===== src/rtl/imem_fetch_arbiter.sv =====
// Shares the single instruction-memory port between the boot loader (LOAD)
// and the core fetch stage (RUN); IDLE and FAULT park the port.
module imem_fetch_arbiter #(
  parameter int N         = 32,
  parameter int A         = 14,
  parameter int MAX_WORDS = 4096
) (
  input  logic         clk,
  input  logic         rst_n,
  input  logic         load_start,
  input  logic         load_valid,
  input  logic [N-1:0] load_data,
  input  logic         load_last,
  output logic         load_ready,
  input  logic         run_start,
  input  logic         fetch_req,
  input  logic [A-1:0] fetch_addr,
  input  logic         fetch_stall,
  output logic         fetch_valid,
  output logic [N-1:0] fetch_instr,
  output logic         fetch_fault,
  output logic [A-1:0] mem_address,
  output logic [N-1:0] mem_wdata,
  output logic         mem_we,
  input  logic [N-1:0] mem_rdata,
  output logic [1:0]   state,
  output logic [12:0]  load_count
);

  typedef enum logic [1:0] {
    ST_IDLE  = 2'd0,
    ST_LOAD  = 2'd1,
    ST_RUN   = 2'd2,
    ST_FAULT = 2'd3
  } state_t;

  localparam logic [12:0] MAX_CNT = 13'(MAX_WORDS);

  state_t         state_q, state_d;
  logic [12:0]    count_q, count_d;
  logic [N-1:0]   instr_q, instr_d;
  logic           valid_q, valid_d;
  logic           fault_q, fault_d;
  logic [A-1:0]   last_addr_q, last_addr_d;
  logic           issue_s;

  assign issue_s = fetch_req && !fetch_stall;

  // Next-state logic and combinational memory-port drive
  always_comb begin
    state_d     = state_q;
    count_d     = count_q;
    instr_d     = instr_q;
    valid_d     = valid_q;
    fault_d     = fault_q;
    last_addr_d = last_addr_q;
    mem_address = '0;
    mem_wdata   = '0;
    mem_we      = 1'b0;
    load_ready  = 1'b0;

    case (state_q)
      ST_IDLE: begin
        if (load_start) begin
          state_d = ST_LOAD;
          count_d = 13'd0;
          valid_d = 1'b0;
        end else if (run_start) begin
          state_d = ST_RUN;
        end else begin
          state_d = ST_IDLE;
        end
      end
      ST_LOAD: begin
        load_ready = (count_q < MAX_CNT);
        if (load_ready && load_valid) begin
          mem_we      = 1'b1;
          mem_address = {count_q[A-3:0], 2'b00};
          mem_wdata   = load_data;
          count_d     = count_q + 13'd1;
          if (load_last || (count_q == MAX_CNT - 13'd1)) begin
            state_d = ST_IDLE;
          end else begin
            state_d = ST_LOAD;
          end
        end else begin
          state_d = ST_LOAD;
        end
      end
      ST_RUN: begin
        if (issue_s) begin
          mem_address = fetch_addr;
          last_addr_d = fetch_addr;
          if (fetch_addr[1:0] == 2'b00) begin
            instr_d = mem_rdata;
            valid_d = 1'b1;
          end else begin
            valid_d = 1'b0;
            fault_d = 1'b1;
            state_d = ST_FAULT;
          end
        end else begin
          // Port keeps showing the last issued address while idle or stalled
          mem_address = last_addr_q;
          if (!fetch_stall) begin
            valid_d = 1'b0;
          end else begin
            valid_d = valid_q;
          end
        end
        if (load_start) begin
          state_d = ST_LOAD;
          count_d = 13'd0;
          valid_d = 1'b0;
          fault_d = 1'b0;
        end else begin
          count_d = count_q;
        end
      end
      ST_FAULT: begin
        if (load_start) begin
          state_d = ST_LOAD;
          count_d = 13'd0;
          valid_d = 1'b0;
          fault_d = 1'b0;
        end else begin
          state_d = ST_FAULT;
        end
      end
      default: begin
        state_d = ST_IDLE;
      end
    endcase

    // A word presented during the reset cycle must never reach memory
    if (!rst_n) begin
      mem_address = '0;
      mem_wdata   = '0;
      mem_we      = 1'b0;
      load_ready  = 1'b0;
    end else begin
      mem_we      = mem_we;
    end
  end

  // State and output registers with synchronous active-low reset
  always_ff @(posedge clk) begin
    if (!rst_n) begin
      state_q     <= ST_IDLE;
      count_q     <= 13'd0;
      instr_q     <= '0;
      valid_q     <= 1'b0;
      fault_q     <= 1'b0;
      last_addr_q <= '0;
    end else begin
      state_q     <= state_d;
      count_q     <= count_d;
      instr_q     <= instr_d;
      valid_q     <= valid_d;
      fault_q     <= fault_d;
      last_addr_q <= last_addr_d;
    end
  end

  assign state       = state_q;
  assign load_count  = count_q;
  assign fetch_instr = instr_q;
  assign fetch_valid = valid_q;
  assign fetch_fault = fault_q;

endmodule

===== config.mk =====
export PLATFORM = sky130hd
export DESIGN_NAME = imem_fetch_arbiter
export DESIGN_NICKNAME = d
export VERILOG_FILES = /design/src/rtl/imem_fetch_arbiter.sv
export SDC_FILE = /design/constraint.sdc
export NUM_CORES = 1
export LEC_CHECK = 0
export CORE_MARGIN = 2
export CORE_UTILIZATION = 35
export CTS_CLUSTER_DIAMETER = 100
export DETAILED_ROUTE_END_ITERATION = 16
export HOLD_SLACK_MARGIN = 0.12
export PLACE_DENSITY = 0.86
export SLEW_MARGIN = 10
export SYNTH_ARGS = -nofsm -noshare
export SYNTH_HDL_FRONTEND = slang
export SYNTH_SLANG_ARGS = --single-unit

===== constraint.sdc =====
create_clock -name clk -period 1.75 [get_ports clk]
set_input_delay 0.35 -clock clk [delete_from_list [all_inputs] [get_ports clk]]
set_output_delay 0.35 -clock clk [all_outputs]
set_load 0.03 [all_outputs]

==> results.yml <==
critical_path:
  critPathLaunchType: "flop"
  required_ns: 2.01
  path_class: "reg -> reg"
  cp-end-kind: "flop"
  cp.arrival_ns: 2.41
  critPathMaxFanout: 6
power_and_ir_drop:
  leakage_nw: 2.91
  ir_drop_mv: 0.461
  power_density_nw_per_um2: 684
  p_total_mw: 4.69
timing:
  setup_violations: 104
  skew_ns: 0.00937
  hold_viol: 0
  finalCritPeriodShare_pct: 122
  worstMarginPinSlew_ns: 0.479
  slew_viol_final: 0
  rsz0062_at_grt: "true"
  final.setup.tns_ns: -25.21
  fin_crit_ns: 2.14
  fmax_mhz: 467
  max-slew-margin-rel_pct: 68.1
  worst_slack_ns: -0.393
  timing.hold.ws_ns: 0.452
floorplanning:
  rows: 34
  fp.dieW_um: 99.6
  fp.coreArea_um2: 8810
  die_h_um: 99.6
  die_area_um2: 9910
  boundaryPins: 183
  initial_utilization_pct: 36.3
cts:
  clock_latency_ns: 0.34
  numCtsBuffers: 9
  tritoncts: "yes"
  ctsHtreeMaxLevel: 3
  cts.clk_slew.worst_paths_ns: 0.07
  cts_root_buf: "clkbuf_8"
  hold_buffers: 0
  clockBufferDepth: 2
  cts_sinks: 63
synthesis:
  muxShareOfSynthArea_pct: 5.21
  synth_area_um2: 3200
  synth_fa_ha_area_share_pct: 1.96
  synth_top_family_by_area: "simple AND/OR/NAND/NOR gates"
  yosys_warnings: 0
  syn-mean-instance-area_um2: 8.03
  synth-main-ff-cell: "dfxtp_1"
  yosys.area_share.simple_pct: 27.7
  ys_async_sr_fraction_pct: 0
  postSynthNetCount: 489
  ys_types: 44
  ys_ff_latch: 63
  yosys.area_share.xor_xnor_pct: 1.92
  netlist_instances: 398
  synth_compound_area_share_pct: 19.4
  synth_edf_count: 0
  seq_area_frac_synth_pct: 39.5
min_path:
  hp-class: "reg -> reg"
routing:
  drt_iter0_drc: 206
  ant_nets: 0
  wl_per_cell_um: 20.6
  vias: 4106
  finalWirelength_um: 15600
  firstDrtPassIters: 5
  drt-vias-per-instance: 5.42
  route.detailed.drc: 0
cells_and_area:
  final_nets: 736
  mostFrequentLayoutCells: "100 x clkdlybuf4s50_1, 94 x nand2_1, 62 x buf_6"
  synthToLayoutAreaGrowth_pct: 114
  final_common_cell: "clkdlybuf4s50_1"
  post_route_cells_drive_above_1_share_pct: 40.8
  antenna_cells: 0
grt:
  grt_pass1_vias: 4174
  grt_util_all_layers_pct: 28.1
  grt-ovfl-total: 0
  antenna_found_initial: 0
  grt_max_degree: 64
  grt_pass1_wl_um: 21800
status:
  status: "finished with violations"
  failed_checks: "setup timing"
placement:
  hpwl_um: 8320
  gp_congestion: 0.885
  io_buffer_count: 182
  pre_cts_ws_ns: -1.03
run:
  cap_viol_max_count: 0
==> layer usage <==
layer	global-route usage, %	part of all wire (%)	up-vias
met5	0	0	-
met4	11.2	3.1	0
met3	7.73	7.6	48
met2	49.0	53	240
met1	32.5	37	1949
li1	-	-	1869
==> cell type report <==
cell class | count | area (um2)
repair buffers | 266 | 2910
multi-input cells | 302 | 2360
fillers | 517 | 1960
flip-flops and latches | 63 | 1270
clock buffers | 11 | 141
well taps | 108 | 135
clock inverters | 4 | 22.5
inverters | 3 | 13.8
==> worst max-delay path, cell delays in order (launching register included) <==
cell	delay [ns]
dfxtp_4	0.35
inv_4	0.06
ha_4	0.12
and3b_4	0.30
buf_12	0.15
buf_8	0.09
buf_4	0.16
o21ai_4	0.08
or4_1	0.53
a21oi_1	0.21
==> per-stage QoR <==
stage | instances | utilization [%] | cell area (um2)
after global routing | 757 | 77.7 | 6850
after detailed placement | 710 | 62.8 | 5530
final | 757 | 77.7 | 6850
after floorplan | 398 | - | 3350
after CTS | 751 | 74.2 | 6540
after global placement | 710 | 62.8 | 5530
==> cells by family (layout without fill, tap and decap cells) <==
kind of cell / count (synthesis) / in the layout
XOR/XNOR: 7 / 7
adder cells (fa/ha/maj): 5 / 5
flip-flops: 63 / 63
multiplexers: 15 / 15
AND/OR/NAND/NOR: 191 / 191
AO/OA/AOI/OAI: 84 / 84
buffers and inverters: 33 / 284
==> cell usage after synthesis (2+ instances only) <==
cell / n / area [um2]
nand2_1: 104 / 390
xor2_1: 6 / 52.6
a21oi_1: 5 / 25.0
nor2_1: 25 / 93.8
o21ai_0: 5 / 25.0
a21boi_0: 42 / 315
mux2i_1: 2 / 20.0
a21boi_1: 5 / 37.5
ha_1: 5 / 62.6
nand3_1: 4 / 20.0
buf_2: 7 / 35.0
nand2b_1: 2 / 12.5
or3_1: 3 / 18.8
nor2b_1: 7 / 43.8
o31ai_1: 2 / 15.0
o2111ai_1: 4 / 35.0
clkbuf_1: 22 / 82.6
dfxtp_1: 63 / 1260
and3_1: 34 / 213
mux2_2: 13 / 146
and3b_1: 2 / 17.5
inv_1: 3 / 11.3
a22oi_1: 12 / 90.1
==> worst paths after layout <==
check / end / from / cells past startpoint / slack, ns
max reg2reg: load_count[10]$_SDFFE_PN0P_ / state[1]$_SDFFE_PN0P_ / 9 / -0.39
min: fetch_instr[17]$_SDFFE_PN0P_ / fetch_instr[17]$_SDFFE_PN0P_ / 2 / 0.45
max: load_count[10]$_SDFFE_PN0P_ / state[1]$_SDFFE_PN0P_ / 9 / -0.39
min reg2reg: fetch_instr[17]$_SDFFE_PN0P_ / fetch_instr[17]$_SDFFE_PN0P_ / 2 / 0.45
==> state kept, by name, indices dropped and copies added (netlist names) <==
name and count:
fetch_instr 32, last_addr_q 14, load_count 13, state 2, fetch_fault 1, fetch_valid 1
==> power breakdown <==
part           total (mW)  switching, mW  internal (mW)
clock network        1.11          0.576          0.538
logic                2.05          0.993           1.06
registers            1.52         0.0447           1.48
total                4.69           1.61           3.07
==> what timing repair did <==
item,CTS,global route
buffers inserted,18,7
gates cloned,8,4
pin swaps,47,37
resized for setup,247,78
endpoints found under the setup margin,92,115
No activity file was read; power rests on OpenSTA's default activity.
